**src/rtl/fifo_stream_reader_pkg.sv**
```systemverilog
// fifo_stream_reader_pkg
// Shared definitions for the FIFO read-side drain engine: BURST_LEN legality
// check, beat-counter width helper and the buffer occupancy type.
package fifo_stream_reader_pkg;

  localparam int unsigned DATA_WIDTH_DEF = 32;
  localparam int unsigned BURST_LEN_DEF  = 4;
  localparam int unsigned BURST_LEN_MIN  = 1;
  localparam int unsigned BURST_LEN_MAX  = 256;

  // Occupancy of the 2-entry output buffer (0..2).
  typedef logic [1:0] occ_t;

  // Legal frame lengths are 1..256 beats.
  function automatic bit burst_len_ok(input int unsigned n);
    return (n >= BURST_LEN_MIN) && (n <= BURST_LEN_MAX);
  endfunction

  // Beat counter width: max(1, clog2(n)).
  function automatic int unsigned beat_width(input int unsigned n);
    return (n <= 2) ? 1 : $clog2(n);
  endfunction

  localparam int unsigned BEAT_W_DEF = beat_width(BURST_LEN_DEF);

endpackage

```
**src/rtl/fifo_stream_reader_skid_buf2.sv**
```systemverilog
// fifo_stream_reader_skid_buf2
// Two-entry valid/ready holding buffer. Knows nothing about the FIFO: it only
// accepts pushes, releases pops and reports its occupancy.
// Ports:
//   clk, rst        : clock, synchronous active-high reset
//   push, push_data : write one entry at the tail
//   pop             : release the head entry (caller guarantees count != 0)
//   head            : current head entry
//   count           : number of entries held (0..2)
module fifo_stream_reader_skid_buf2
  import fifo_stream_reader_pkg::*;
#(
  parameter int unsigned W = 32
) (
  input  logic         clk,
  input  logic         rst,
  input  logic         push,
  input  logic [W-1:0] push_data,
  input  logic         pop,
  output logic [W-1:0] head,
  output occ_t         count
);

  logic [W-1:0] tail;

  // Head/tail update; head is written directly whenever it would otherwise
  // be empty after this cycle's pop.
  always_ff @(posedge clk) begin
    if (rst) begin
      count <= '0;
      head  <= '0;
      tail  <= '0;
    end else begin
      unique case ({push, pop})
        2'b10: begin
          if (count == 2'd0) head <= push_data;
          else               tail <= push_data;
          count <= count + 2'd1;
        end
        2'b01: begin
          if (count == 2'd2) head <= tail;
          count <= count - 2'd1;
        end
        2'b11: begin
          if (count == 2'd1) begin
            head <= push_data;
          end else begin
            head <= tail;
            tail <= push_data;
          end
        end
        default: ;
      endcase
    end
  end

endmodule

```
**src/rtl/fifo_stream_reader.sv**
```systemverilog
// fifo_stream_reader
// Read-side drain engine for the synchronous FIFO. Issues read strobes, absorbs
// the FIFO's one-cycle read latency and presents the words as a valid/ready
// stream, marking every BURST_LEN-th accepted beat with m_last.
// Ports:
//   clk, rst             : clock, synchronous active-high reset
//   enable               : permits new FIFO reads
//   fifo_empty           : FIFO empty flag
//   fifo_data            : FIFO registered read data
//   fifo_cs, fifo_rd_en  : FIFO chip select / read strobe (combinational)
//   m_valid, m_ready     : stream handshake
//   m_data, m_last       : stream payload and frame boundary
//   busy                 : words buffered or a read in flight
module fifo_stream_reader
  import fifo_stream_reader_pkg::*;
#(
  parameter int unsigned DATA_WIDTH = DATA_WIDTH_DEF,
  parameter int unsigned BURST_LEN  = BURST_LEN_DEF
) (
  input  logic                  clk,
  input  logic                  rst,
  input  logic                  enable,
  input  logic                  fifo_empty,
  input  logic [DATA_WIDTH-1:0] fifo_data,
  output logic                  fifo_cs,
  output logic                  fifo_rd_en,
  output logic                  m_valid,
  input  logic                  m_ready,
  output logic [DATA_WIDTH-1:0] m_data,
  output logic                  m_last,
  output logic                  busy
);

  localparam int unsigned BEAT_W = beat_width(BURST_LEN);
  localparam logic [BEAT_W-1:0] BEAT_MAX = BEAT_W'(BURST_LEN - 1);

  if (!burst_len_ok(BURST_LEN)) begin : g_bad_burst_len
    $error("fifo_stream_reader: BURST_LEN must be in 1..256");
  end

  occ_t              count;
  logic              inflight;
  logic [BEAT_W-1:0] beat;
  logic              pop;
  logic [2:0]        load;

  assign pop = m_valid & m_ready;

  // Slots committed after this cycle's pop; a new read needs one free slot.
  assign load       = 3'(count) + 3'(inflight) - 3'(pop);
  assign fifo_rd_en = ~rst & enable & ~fifo_empty & (load < 3'd2);
  assign fifo_cs    = fifo_rd_en;

  // A read issued last cycle delivers its word now; it is always captured.
  fifo_stream_reader_skid_buf2 #(
    .W (DATA_WIDTH)
  ) u_skid_buf2 (
    .clk       (clk),
    .rst       (rst),
    .push      (inflight),
    .push_data (fifo_data),
    .pop       (pop),
    .head      (m_data),
    .count     (count)
  );

  // In-flight tracking and frame beat counter.
  always_ff @(posedge clk) begin
    if (rst) begin
      inflight <= 1'b0;
      beat     <= '0;
    end else begin
      inflight <= fifo_rd_en;
      if (pop) beat <= (beat == BEAT_MAX) ? '0 : beat + BEAT_W'(1);
    end
  end

  assign m_valid = (count != 2'd0);
  assign m_last  = m_valid & (beat == BEAT_MAX);
  assign busy    = (count != 2'd0) | inflight;

endmodule

```
**config.mk**
```make
export PLATFORM = sky130hd
export DESIGN_NAME = fifo_stream_reader
export DESIGN_NICKNAME = d
export VERILOG_FILES = /design/src/rtl/fifo_stream_reader_pkg.sv /design/src/rtl/fifo_stream_reader_skid_buf2.sv /design/src/rtl/fifo_stream_reader.sv
export SDC_FILE = /design/constraint.sdc
export NUM_CORES = 1
export LEC_CHECK = 0
export BUFFER_PORTS_ARGS = -buffer_cell sky130_fd_sc_hd__buf_4
export CORE_MARGIN = 1.5
export CORE_UTILIZATION = 35
export DETAILED_ROUTE_END_ITERATION = 8
export GPL_TIMING_DRIVEN = 0
export MAX_ROUTING_LAYER = met4
export RECOVER_POWER = 100
export SYNTH_ARGS = -nofsm -noshare
export SYNTH_HDL_FRONTEND = slang
export SYNTH_HIERARCHICAL = 1
export SYNTH_SLANG_ARGS = --single-unit
```
**constraint.sdc**
```tcl
create_clock -name clk -period 1.9 [get_ports clk]
set_input_delay 0.095 -clock clk [delete_from_list [all_inputs] [get_ports clk]]
set_output_delay 0.095 -clock clk [all_outputs]
set_load 0.03 [all_outputs]
```
==> results of run 1 <==
## flip-flops by register name, indices dropped and copies added (netlist names)
name / count
beat: 2
inflight: 1
u_skid_buf2/tail: 32
u_skid_buf2/head: 32
u_skid_buf2/count: 2
## final cells by class
class,instances,area share
multi-input combinational,268,0.428
sequential,69,0.301
timing repair buffer,78,0.101
buffer,51,0.0681
clock buffer,12,0.0383
tap,133,0.0361
clock inverter,4,0.0214
inverter,6,0.00488
## metrics by stage
stage	TNS (ps)	std cells	hold WS [ps]
6_report	-3440	621	20.3
5_1_grt	-11400	621	15.3
4_1_cts	-2850	621	14.2
3_5_place_dp	-3540	601	299
3_3_place_gp	-2040	601	293
2_1_floorplan	-686	395	173
## cells by family after synthesis
group / count (synthesis)
AOI/OAI and AO/OA: 196
DFF: 69
buffers and inverters: 58
xor gates and xnor gates: 2
and+or+nand+nor: 57
muxes: 2
adders and majority gates: 11
## cell usage after synthesis (2+ instances only)
library cell,instances
a21oi_1,33
a311oi_1,2
a311oi_2,30
a31oi_1,32
and2b_1,2
buf_2,22
buf_6,4
clkbuf_1,25
dfxtp_1,69
ha_1,10
inv_1,6
nand2_1,2
nand2b_1,8
nand3_1,33
nor2_1,2
nor2b_1,2
nor4_1,2
o211ai_1,32
o21ai_0,64
## report_power, final
part | leakage [nW] | internal [W] | total [W] | switching, W
clock network | 0.138 | 0.00103 | 0.00161 | 0.000577
registers | 0.563 | 0.00178 | 0.00196 | 0.000179
logic | 0.909 | 0.00107 | 0.00300 | 0.00193
## per-layer routing
layer | part of all wire | global-route usage
met2 | 0.48 | 0.317
met1 | 0.46 | 0.247
met3 | 0.050 | 0.0320
met4 | 0.014 | 0.0833
met5 | 0 | -
## final timing paths
kind,start,endpoint,cells past startpoint
setup / recovery,u_skid_buf2/count[1]$_SDFFE_PP0P_,fifo_rd_en,8
hold / removal,enable,inflight$_SDFF_PP0_,3
setup reg to reg,u_skid_buf2/count[1]$_SDFFE_PP0P_,u_skid_buf2/head[29]$_SDFFE_PP0P_,10
hold reg to reg,u_skid_buf2/tail[26]$_SDFFE_PP0P_,u_skid_buf2/tail[26]$_SDFFE_PP0P_,2
## repair_timing
item                       4_1_cts  5_1_grt
setup endpoints to repair       64       65
buffers inserted                 3        0
pin swaps                        1        0
hold buffers                     2        0
resized for setup               30       30
hold endpoints to repair         1        0
cloned                           0        0
## worst max-delay path: cells and delay by family (launching register included)
family / cells / cell delay [ps]
AND/OR/NAND/NOR: 3 / 530
adder cells (fa/ha/maj): 2 / 710
AO/OA/AOI/OAI: 1 / 220
flip-flops: 1 / 350
buffers and inverters: 2 / 270
==> flow_summary.ini, run 1 <==
[power]
total_power_w = 0.00656
ir_drop_mv = 0.428
power_density_nw_per_um2 = 1420
leakagePower_nw = 1.61

[global_route]
grt_overflow = 0
grt_pass1_wl_um = 16800
grt_max_degree = 13
grt_usage = 0.198
antenna_found_initial = 0
grt_pass1_vias = 3370

[logic_synthesis]
synth_xor_area_frac = 0.00488
netlist_instances = 395
yosysTopAreaCellShare = 0.385
synth_edf_count = 0
post-synth-top-area-cell = dfxtp_1
synthesis.area_um2 = 3590
yosys_warnings = 6
synth_simple_gate_area_frac = 0.0872
synthTopCellsByArea = dfxtp_1, a311oi_2, o21ai_0, o211ai_1, a31oi_1
async_reset_ff_frac = 0
synthFlopType = dfxtp_1
avgSynthCellArea_um2 = 9.08
synth_nets = 443
synth_compound_area_frac = 0.397
yosysSeqAreaShare = 0.385
synthAdderAreaFrac = 0.0405
ys_types = 34
ys_seq_elements = 69
synth_mux_area_frac = 0.00698
synth_top_family_by_area = compound AO/OA/AOI/OAI gates

[clock_tree]
clock_tree.root_cell = clkbuf_8
clock_latency_ps = 350
tritoncts = done
path_clk_slew_ps = 80
numCtsBuffers = 9
clkSinkCount = 69
htree_levels = 3
cts.path.max_buffers = 2

[outcome]
violations = negative setup slack
status = finished, violations left

[layout]
area_delta_synth_final_pct = 28.6
fill_cells = 980
design_area_um2 = 4610
ff_latch_area_um2 = 1390
nNetsFinal = 531
diodes = 0
final_layout_size_suffix_gt1_frac = 0.299
multiInputGateArea_um2 = 1980
final_cell_mix = dfxtp_1, o21ai_0, buf_4
layout_commonest_cell = dfxtp_1
fin_util = 0.467

[sta]
post-route-min-period_ps = 2510
skew_ps = 8.99
setup_viol = 36
finalHoldViolCount = 0
maxSlewViolCount = 0
timing.fmax_ghz = 0.398
relSlewSlack = 0.503
setup_slack_ps = -612
fin_crit_sh = 1.32
worst_pin_slew_ps = 746
rsz0062_at_grt = yes

[hold_path]
min_path_type = in2reg

[floorplan]
ios = 74
die_area_um2 = 10900
start_util = 0.364
coreArea_um2 = 9860
die_x_um = 104
die_h_um = 104
row_count = 36

[placed_design]
io_buffers = 73
placed_cell_area_um2 = 4340
pre_cts_slack_ps = -347
gp_congestion = 0.814
hpwlAfterDp_um = 7360

[route]
drt_wl_total_um = 10300
wl_per_cell_um = 16.5
route.detailed.drc = 0
vias_per_cell = 5.51
via_count = 3419
final_antenna_net_count = 0
first_pass_iters = 5
drt_first_iter_violations = 166

[worst_setup_path]
worstPathMaxFanout = 2
slowest_delay_ps = 510
crit_required_ps = 1800
crit_path_top_delay_cell = fa_1
path_class = reg2out
path_cells = o21a_4, ha_4, or2b_1, fa_1, nand2_2, nor4_4, buf_4, buf_6
worstPathArrival_ps = 2420
cp-end-kind = output pin
r2r_slack_ps = -100
cp-start-kind = register

[job]
max_cap_violations = 0
(Power assumes the default switching activity.)
==> inputs of run 2 (changes only) <==
Settings changed: MAX_ROUTING_LAYER met4 to default.
Clock period 1.9 ns to 3.1 ns, I/O delays scaled along.
==> flow_summary.ini, run 2 (same netlist as run 1, synthesis figures left out) <==
[clock_tree]
htree_levels = 3
cts_setup_buffers = 0
clock_latency_ps = 350
clkSinkCount = 69
path_clk_slew_ps = 70
numCtsBuffers = 9
tritoncts = done
clock_tree.root_cell = clkbuf_8
cts.path.max_buffers = 2

[worst_setup_path]
path_cells = o21a_4, ha_1, or2b_1, fa_1, nand2_1, nor4_2, buf_4, clkbuf_4
worstPathArrival_ps = 2740
critPathCapture = fifo_rd_en
worst_r2r_endpoint = u_skid_buf2/head[30]$_SDFFE_PP0P_
startpoint = u_skid_buf2/count[1]$_SDFFE_PP0P_
r2r-start = u_skid_buf2/count[1]$_SDFFE_PP0P_
slowest_delay_ps = 520
worstPathMaxFanout = 8
r2r_cells = 9
crit_path_top_delay_cell = dfxtp_1
path_class = reg2out
cp-start-kind = register
r2r_slack_ps = 310
crit_required_ps = 2940
cp-end-kind = output pin

[floorplan]
die_x_um = 104
die_h_um = 104
coreArea_um2 = 9860
die_area_um2 = 10900
start_util = 0.364
row_count = 36
ios = 74

[route]
drt_wl_total_um = 10300
first_pass_iters = 5
drt_first_iter_violations = 148
vias_per_cell = 5.56
via_count = 3428
wl_per_cell_um = 16.6
final_antenna_net_count = 0
route.detailed.drc = 0

[sta]
skew_ps = 8.14
setup_tns_ps = 0
timing.fmax_ghz = 0.346
setup_viol = 0
maxSlewViolCount = 0
finalHoldViolCount = 0
worst_pin_slew_ps = 658
post-route-min-period_ps = 2890
setup_slack_ps = 208
rsz0062_at_grt = no
relSlewSlack = 0.561
fin_crit_sh = 0.933

[placed_design]
placed_cell_area_um2 = 4310
pre_cts_slack_ps = 579
io_buffers = 73
gp_congestion = 0.795
hpwlAfterDp_um = 7250
dp_cells = 601

[layout]
diodes = 0
final_layout_size_suffix_gt1_frac = 0.205
fin_util = 0.439
final_cell_mix = dfxtp_1, clkbuf_1, o21ai_0
reg_top3 = u_skid_buf2/head (32), u_skid_buf2/tail (32)
layout_commonest_cell = dfxtp_1
nNetsFinal = 528
fin_cells = 617
design_area_um2 = 4340
area_delta_synth_final_pct = 20.9
fill_cells = 1000

[power]
leakagePower_nw = 1.47
internal_power_w = 0.00215
clockPowerShare = 0.238
seqPwrFrac = 0.320
power_frac_comb = 0.442
ir_drop_mv = 0.264
p_sw_w = 0.00161
power_density_nw_per_um2 = 867
p_sw_frac = 0.427

[global_route]
antenna_found_initial = 0
grt_max_degree = 13
grt_pass1_wl_um = 16700
grt_usage = 0.189
grt_overflow = 0
grt_pass1_vias = 3296

[outcome]
status = complete, no violations

[hold_path]
hold_start = rst
min_path_type = in2reg

[job]
max_cap_violations = 0
run 2: cell count changes in the layout (fill, tap and decap cells not counted), sizes merged:
cell / before / now
clkbuf: 70 / 77
dlygate4sd3: 2 / 1
buf: 69 / 57
clkinv: 0 / 1
clkinvlp: 0 / 1
run 2: area by class of cell:
class | instances | area [um^2] | area share
flip-flops and latches | 69 | 1380 | 0.319
inverters | 6 | 22.5 | 0.00519
repair buffers | 74 | 428 | 0.0987
clock inverters | 6 | 111 | 0.0257
well taps | 133 | 166 | 0.0384
plain buffers | 52 | 223 | 0.0514
multi-input cells | 268 | 1880 | 0.433
clock buffers | 9 | 124 | 0.0286
run 2: power by group through the flow:
| stage | logic [W] | registers (W) | clock network (W) |
|---|---|---|---|
| finish | 0.00166 | 0.00120 | 0.000894 |
| global route | 0.00179 | 0.00123 | 0.000946 |
| CTS | 0.00188 | 0.00121 | 0.000905 |
| detailed placement | 0.00187 | 0.00123 | 0 |
| global placement | 0.00184 | 0.00123 | 0 |
| floorplan | 0.00103 | 0.00151 | 0 |
run 2: repair_timing:
item / in CTS / in global routing
resized for setup: 0 / 0
hold buffers: 1 / 0
hold endpoints to repair: 1 / 0
run 2: metal layers:
| metal | GRT usage | vias to the layer above | wire length [um] |
|---|---|---|---|
| li1 | - | 1683 | - |
| met1 | 0.252 | 1604 | 4670 |
| met2 | 0.304 | 130 | 4790 |
| met3 | 0.0382 | 11 | 685 |
| met4 | 0.0615 | 0 | 125 |
| met5 | 0 | - | 0 |
run 2: worst min-delay path by stage:
stage	cells past startpoint	slack, ps	endpoint
after detailed placement	2	340	inflight$_SDFF_PP0_
after floorplan	1	230	inflight$_SDFF_PP0_
after global routing	2	60	inflight$_SDFF_PP0_
after global placement	2	340	inflight$_SDFF_PP0_
after CTS	2	50	inflight$_SDFF_PP0_
final	2	70	inflight$_SDFF_PP0_
run 2: critical path, delay by kind of cell (launching register included):
kind	cells	cell delay (ps)
adders and majority gates	2	720
and+or+nand+nor	3	600
DFF	1	520
buffers and inverters	2	330
AOI/OAI and AO/OA	1	230
run 2: metrics by stage:
step / total power, W / hold slack, ps
after floorplan: 0.00253 / 233
after global placement: 0.00307 / 338
after detailed placement: 0.00310 / 343
after global routing: 0.00397 / 58.1
after CTS: 0.00399 / 53.2
final: 0.00376 / 67.5
